### config.mk
export PLATFORM = sky130hd
export DESIGN_NAME = fpu_mul_wb_stage
export DESIGN_NICKNAME = d
export VERILOG_FILES = /design/src/rtl/fpu_mul_wb_stage.sv
export SDC_FILE = /design/constraint.sdc
export NUM_CORES = 1
export LEC_CHECK = 0
export CAP_MARGIN = 20
export CORE_MARGIN = 1.5
export CORE_UTILIZATION = 37
export DETAILED_ROUTE_END_ITERATION = 10
export SLEW_MARGIN = 10
export SYNTH_ARGS = -nofsm -noshare
export SYNTH_HDL_FRONTEND = slang
export SYNTH_SLANG_ARGS = --single-unit
### constraint.sdc
create_clock -name i_clk -period 4.7 [get_ports i_clk]
set_input_delay 0.94 -clock i_clk [delete_from_list [all_inputs] [get_ports i_clk]]
set_output_delay 0.94 -clock i_clk [all_outputs]
set_load 0.02 [all_outputs]
### src/rtl/fpu_mul_wb_stage.sv
// ---------------------------------------------------------------------------
// fpu_mul_wb_stage
//
// Registered write-back stage behind the single-cycle FP32 multiplier.
// Results enter through a valid/ready handshake. Each result is turned into
// its canonical IEEE-754 encoding before it is stored in a small FIFO. The
// FIFO then feeds a register-file write port that is allowed to stall. The
// per-result exception flags are folded into sticky RISC-V style fflags when
// the consumer pops that result.
//
// Ports
//   i_clk, i_rst        clock; asynchronous active-high reset
//   i_flush             discard all queued entries (sticky flags untouched)
//   i_in_valid          multiplier result valid
//   o_in_ready          stage can accept a result (count < DEPTH)
//   i_tag               destination register tag
//   i_S                 raw multiplier result
//   i_overflow          multiplier overflow / infinity flag
//   i_underflow         multiplier underflow flag
//   i_zero              multiplier zero-result flag
//   i_NaN               multiplier invalid / NaN flag
//   o_out_valid         head entry valid
//   i_out_ready         consumer accepts the head entry
//   o_tag, o_S          head entry tag and canonical result
//   o_fflags            sticky {NV,DZ,OF,UF,NX}
//   i_fflags_clr        clear the sticky flags
//   o_count             FIFO occupancy, 0..DEPTH
// ---------------------------------------------------------------------------
module fpu_mul_wb_stage #(
    parameter int DEPTH = 2,
    parameter int TAG_W = 5
) (
    input  logic                     i_clk,
    input  logic                     i_rst,
    input  logic                     i_flush,
    input  logic                     i_in_valid,
    output logic                     o_in_ready,
    input  logic [TAG_W-1:0]         i_tag,
    input  logic [31:0]              i_S,
    input  logic                     i_overflow,
    input  logic                     i_underflow,
    input  logic                     i_zero,
    input  logic                     i_NaN,
    output logic                     o_out_valid,
    input  logic                     i_out_ready,
    output logic [TAG_W-1:0]         o_tag,
    output logic [31:0]              o_S,
    output logic [4:0]               o_fflags,
    input  logic                     i_fflags_clr,
    output logic [$clog2(DEPTH):0]   o_count
);

    localparam int PTR_W = $clog2(DEPTH);
    localparam int CNT_W = PTR_W + 1;
    localparam logic [CNT_W-1:0] FULL_CNT = CNT_W'(DEPTH);

    typedef struct packed {
        logic [TAG_W-1:0] tag;
        logic [31:0]      s;
        logic [4:0]       flags;   // {NV,DZ,OF,UF,NX}
    } entry_t;

    entry_t           mem_q [DEPTH];
    logic [PTR_W-1:0] wr_ptr_q, wr_ptr_d;
    logic [PTR_W-1:0] rd_ptr_q, rd_ptr_d;
    logic [CNT_W-1:0] count_q, count_d;
    logic [4:0]       fflags_q, fflags_d;

    entry_t push_entry;
    entry_t head;
    logic   push;
    logic   pop;
    logic   out_valid;
    logic   of_flag;
    logic   uf_flag;

    // Ready looks only at occupancy, so a full FIFO refuses a push even in a
    // cycle where the consumer pops; this keeps i_out_ready off o_in_ready.
    assign o_in_ready = (count_q < FULL_CNT);
    assign out_valid  = (count_q != '0);
    assign push       = i_in_valid & o_in_ready;
    assign pop        = out_valid & i_out_ready;

    // Canonicalise at push time so the FIFO only ever holds final encodings.
    // NaN takes priority over overflow, which takes priority over zero.
    assign of_flag = i_overflow  & ~i_NaN;
    assign uf_flag = i_underflow & ~i_NaN;

    always_comb begin
        // NOTE: every field gets a value on every path, so no latch can form.
        push_entry.tag   = i_tag;
        push_entry.flags = {i_NaN, 1'b0, of_flag, uf_flag, of_flag | uf_flag};
        if (i_NaN)
            push_entry.s = 32'h7FC0_0000;
        else if (i_overflow)
            push_entry.s = {i_S[31], 8'hFF, 23'h0};
        else if (i_zero)
            push_entry.s = {i_S[31], 31'h0};
        else
            push_entry.s = i_S;
    end

    // NOTE: the storage array has no reset. Stale contents can never be seen,
    // because the outputs below are forced to zero while the FIFO is empty.
    always_ff @(posedge i_clk) begin
        if (push && !i_flush)
            mem_q[wr_ptr_q] <= push_entry;
    end

    assign head = mem_q[rd_ptr_q];

    // Next-state logic. Flush wins over any push or pop in the same cycle.
    // The sticky-flag clear still applies during a flush.
    always_comb begin
        wr_ptr_d = wr_ptr_q;
        rd_ptr_d = rd_ptr_q;
        count_d  = count_q;
        fflags_d = i_fflags_clr ? 5'b0 : fflags_q;
        if (i_flush) begin
            wr_ptr_d = '0;
            rd_ptr_d = '0;
            count_d  = '0;
        end else begin
            if (push)
                wr_ptr_d = wr_ptr_q + PTR_W'(1);   // DEPTH is a power of two: wraps naturally
            if (pop) begin
                rd_ptr_d = rd_ptr_q + PTR_W'(1);
                fflags_d = fflags_d | head.flags;
            end
            case ({push, pop})
                2'b10:   count_d = count_q + CNT_W'(1);
                2'b01:   count_d = count_q - CNT_W'(1);
                default: count_d = count_q;
            endcase
        end
    end

    // NOTE: sequential state is updated with non-blocking assignments only.
    always_ff @(posedge i_clk or posedge i_rst) begin
        if (i_rst) begin
            wr_ptr_q <= '0;
            rd_ptr_q <= '0;
            count_q  <= '0;
            fflags_q <= '0;
        end else begin
            wr_ptr_q <= wr_ptr_d;
            rd_ptr_q <= rd_ptr_d;
            count_q  <= count_d;
            fflags_q <= fflags_d;
        end
    end

    // Reset clears count_q asynchronously, so these fall with i_rst.
    assign o_out_valid = out_valid;
    assign o_S         = out_valid ? head.s   : 32'h0;
    assign o_tag       = out_valid ? head.tag : '0;
    assign o_fflags    = fflags_q;
    assign o_count     = count_q;

endmodule

* Word-level counts from Yosys, hierarchy flattened
Memories as Yosys holds them, arrays and structs flattened.
Index checks and enable logic that the tools add are counted.
** Cells by class
- Reduce and logical (&&, ||, !) cells :: 6
- Eq/ne operators :: 2
- $lt $le $gt $ge :: 1
- Multiplexer cells :: 16
- Bitwise operators :: 7
- $add $sub $neg :: 4
** Operators with widths (count)
- two-way mux 32 bit :: 2
- two-way mux 31 bit :: 2
- two-way mux 5 bit :: 4
- two-way mux 1 bit :: 6
- nonzero test 2 bit :: 3
- OR 5 bit :: 1
- bitwise AND 1 bit :: 4
- case mux 2 bit (2 select lines) :: 1
- nonzero test 3 bit :: 1
- adder 1 bit (second input constant) :: 2
- adder 2 x 1 -> 2 bit (second input constant) :: 1
- equality test 2 x 1 -> 1 bit (second input constant) :: 1
- equality test 2 bit (second input constant) :: 1
- < comparator 2 bit (second input constant) :: 1
- two-way mux 2 bit :: 1
- subtractor 2 x 1 -> 2 bit (second input constant) :: 1
- logical AND 1 bit :: 1
- logical NOT 1 bit :: 1
- inverter 1 bit :: 1
- OR 1 bit :: 1
** Word-level totals
- Memories :: 1
- Input bits :: 47
- RAM bits :: 82
- Output and inout bits :: 46
- Bits in registers :: 9
- Logic and storage cells :: 41
** Memories
- mem_q :: words 2, width 41, rd ports 1, clocked after memory_dff 0, write ports 1, line 63 : entry_t mem_q [DEPTH];

* Depth between registers and ports, before layout
- Word-level depth :: 5
- Gate-level depth with buffers :: 4
- Depth with buffers taken out :: 3

* Worst setup path before layout
No wires, ideal clock.
- Kind :: input -> register
- From :: in i_in_valid
- To :: mem mem_q[1][0] in the netlist's numbering, enable pin
- Data required time :: 4.201 ns
- Data arrival time :: 4.057 ns
- Setup time :: 0.499 ns
- Stages on the path :: 2
- Buffers on the path :: 0
- Slack :: 0.144 ns
- Path through :: nand2b_4 > nor3b_1
** On the way
- Word-level cells in the longest chain between the ends :: 4
** RTL lines
- start: declaration :: line 36 : input logic i_in_valid,
- bitwise AND 1 bit :: line 81 : assign push = i_in_valid & o_in_ready;
- logical AND 1 bit :: line 106 : if (push && !i_flush)
- two-way mux 1 bit :: line 106
- two-way mux 1 bit (implied by the code) :: line 107 : mem_q[wr_ptr_q] <= push_entry;
- end: declaration :: line 63
Every way passes these cells.

* Final worst setup path
- From :: reg count_q[1], in the netlist o_count[1]
- To :: out o_S[8]
** On the way
- Word-level cells in the longest chain between the ends :: 2
** RTL lines
- start: declaration :: line 66 : logic [CNT_W-1:0] count_q, count_d;
- start signal: assignment :: line 148 : count_q <= count_d;
- nonzero test 2 bit :: line 80 : assign out_valid = (count_q != '0);
- two-way mux 32 bit :: line 155 : assign o_S = out_valid ? head.s : 32'h0;
- end: declaration :: line 47 : output logic [31:0] o_S,
Every way passes these cells.

==> impl_metrics.py <==
metrics = {
    "power": {
        "leakage_nw": 1.72,
        "vdd_ir_drop_max_mv": 0.157,
        "p_per_area_nw_per_um2": 343,
    },
    "sta": {
        "timing.fmax_ghz": 0.308,
        "max-slew-margin-rel_pct": 38.1,
        "setup_viol": 0,
        "slew_viol_final": 0,
        "timing.final.crit_period_ps": 3250,
        "finalHoldViolations": 0,
        "post-route-period-util_pct": 69.1,
        "tns_ps": 0,
        "finalWorstSetupSlack_ps": 1450,
        "tightest_slew_ps": 927,
        "finClkSkew_ps": 10.1,
        "rsz0062_at_grt": "false",
    },
    "final_layout": {
        "drive_gt1_share_pct": 7.30,
        "final_core_util_pct": 50.7,
        "area_growth_pct": 31.8,
        "design_area_um2": 4970,
        "fin_nets": 398,
        "antenna_cells": 0,
        "stdcell_count": 489,
    },
    "worst_setup_path": {
        "endpoint_kind": "primary output",
        "timing.rr.end": "mem_q[1][19]",
        "r2r-start": "o_count[1]",
        "worstSetupStartpointType": "flip-flop",
        "worstPathMaxFanout": 38,
        "ff2ff_path_depth": 3,
        "worstSetupPathType": "reg -> out",
        "worstPathArrival_ps": 2310,
        "reg2reg_slack_ps": 2920,
        "critPathRequiredTime_ps": 3760,
    },
    "logic_synthesis": {
        "synth_area_leader_cell": "edfxtp_1",
        "synthCells": 258,
        "syn_avg_cell_area_um2": 14.6,
        "synth_nets": 305,
        "ys_top_cells_by_area": "edfxtp_1, mux2i_1, dfrtp_1",
        "synth_area_um2": 3770,
        "ys_seq_area_share_pct": 70.6,
        "ys_types": 24,
        "yosysTopAreaCellShare_pct": 65.3,
        "yosys_register_bits": 90,
        "yosys_warnings": 0,
    },
    "drt": {
        "vias": 2265,
        "drtAntennaViolNets": 0,
        "wl_per_cell_um": 14.5,
        "drc": 0,
        "first_iter_violations": 70,
        "dr.pass1.iters": 4,
        "routed_wl_mm": 7.09,
        "routed_via_density": 4.63,
    },
    "placed_design": {
        "placed_cell_area_um2": 4780,
        "pre_cts_ws_ps": 1770,
        "hpwl_mm": 4.49,
        "port_buffers": 91,
        "gp_congestion": 0.684,
        "placed_cells": 473,
    },
    "clocking": {
        "root_buffer": "clkbuf_8",
        "max-clock-path-buffers": 2,
        "ctsHoldBuffers": 0,
        "cts_tree": "done",
        "cts_setup_buffers": 0,
        "numCtsBuffers": 9,
        "path_clk_slew_ps": 90,
        "worstSkewPairLatency_ps": 350,
        "htree_levels": 3,
        "clock_sinks": 90,
        "cts_resized": 0,
    },
    "grt": {
        "grt_first_pass_wirelength_mm": 11.5,
        "grt_overflow": 0,
        "antenna_found_initial": 0,
        "grt_pass1_vias": 2350,
        "grt.total_usage_pct": 13.9,
        "grt_max_degree": 43,
    },
    "worst_hold_path": {
        "hold_class": "reg -> reg",
        "whs_endpoint": "o_fflags[0]",
        "hp-start": "mem_q[0][0]",
        "holdPathStages": 2,
    },
    "die": {
        "core_area_um2": 9820,
        "die_w_um": 104,
        "die_area_um2": 10800,
        "start_util_pct": 38.4,
        "io_pins": 93,
        "die_h_um": 104,
        "rows": 36,
    },
    "status": {
        "status": "finished clean",
    },
    "job": {
        "cap_violations": 0,
    },
}
-- kinds of logic after synthesis --
family / synth area share [%]
buffers and inverters: 4.61
AND/OR/NAND/NOR: 10.4
other: 0.0994
flip-flops: 70.6
AO/OA/AOI/OAI: 2.75
XOR/XNOR: 0.464
multiplexers: 11.1
-- report_power, final --
part | internal, W | switching, W | total (W)
sequential | 0.000907 | 0.0000103 | 0.000917
clock | 0.000245 | 0.000267 | 0.000512
combinational | 0.000132 | 0.000143 | 0.000275
-- how the worst max path moves through the flow --
stage	from	end	slack, ps	cells past startpoint
2_1_floorplan	i_in_valid	mem_q[1][0]	140	2
3_3_place_gp	o_count[1]	o_S[17]	1810	3
3_5_place_dp	o_count[1]	o_S[17]	1770	3
4_1_cts	o_count[1]	o_S[17]	1380	3
5_1_grt	o_count[1]	o_S[24]	1260	3
6_report	o_count[1]	o_S[8]	1450	3
-- cell type report --
| cell class | count | area [um2] |
|---|---|---|
| Clock inverter | 7 | 68.8 |
| Tap cell | 133 | 166 |
| Timing Repair Buffer | 95 | 941 |
| Sequential cell | 90 | 2660 |
| Clock buffer | 9 | 124 |
| Inverter | 15 | 56.3 |
| Fill cell | 916 | 4840 |
| Multi-Input combinational cell | 140 | 955 |
-- cell usage after synthesis --
cell type  number
edfxtp_1       82
mux2i_1        42
nor2_1         42
and2_1         22
inv_1          15
o21ai_0         9
dfrtp_1         8
buf_4           6
buf_6           6
nor2b_1         5
o22ai_1         4
a21o_1          2
a21oi_1         2
or2_1           2
xor2_1          2
buf_2           1
conb_1          1
nand2_1         1
nand2b_1        1
nand2b_4        1
nor3_1          1
nor3_4          1
nor3b_1         1
o21ai_2         1
-- worst max-delay path, stage by stage, from the launching register on --
cell,delay (ps)
dfrtp_1,490
nor2_4,740
nor2_1,140
clkdlybuf4s50_1,580
-- sequential cells by signal, summed over array words and instances, names as in the netlist --
name      flops
mem_q        82
o_fflags      4
o_count       2
rd_ptr_q      1
wr_ptr_q      1
-- per-layer routing --
metal	part of all wire, %	global-route usage [%]	vias up
li1	-	-	1089
met1	44	16.6	1103
met2	50	23.7	64
met3	4.2	3.26	9
met4	1.6	6.94	0
met5	0	0	-
-- stage by stage --
| step | power [W] | hold slack [ps] |
|---|---|---|
| floorplan | 0.00109 | 489 |
| global placement | 0.00121 | 503 |
| finish | 0.00170 | 526 |
| global route | 0.00178 | 574 |
| CTS | 0.00173 | 528 |
| detailed placement | 0.00122 | 506 |
-- placed cells by master, fill, tap and decap left out --
master            n
o21ai_0           9
or2_1             2
a21oi_1           2
dfrtp_1           7
nor2_1           41
clkinv_1          1
clkdlybuf4s50_1  91
o22ai_1           4
clkbuf_8          9
nand2_1           1
buf_4             4
bufinv_16         1
inv_1            15
clkinvlp_4        1
dfrtp_2           1
nor2_4            1
nor2b_1           5
nor3b_2           1
o21ai_2           1
xor2_1            2
nor3_2            1
a21o_1            2
clkinv_2          2
edfxtp_1         82
inv_6             1
conb_1            1
nor3_4            1
and2_1           22
nand2b_4          1
mux2i_1          42
nand2b_1          1
clkinv_4          1
(Power assumes the default switching activity.)
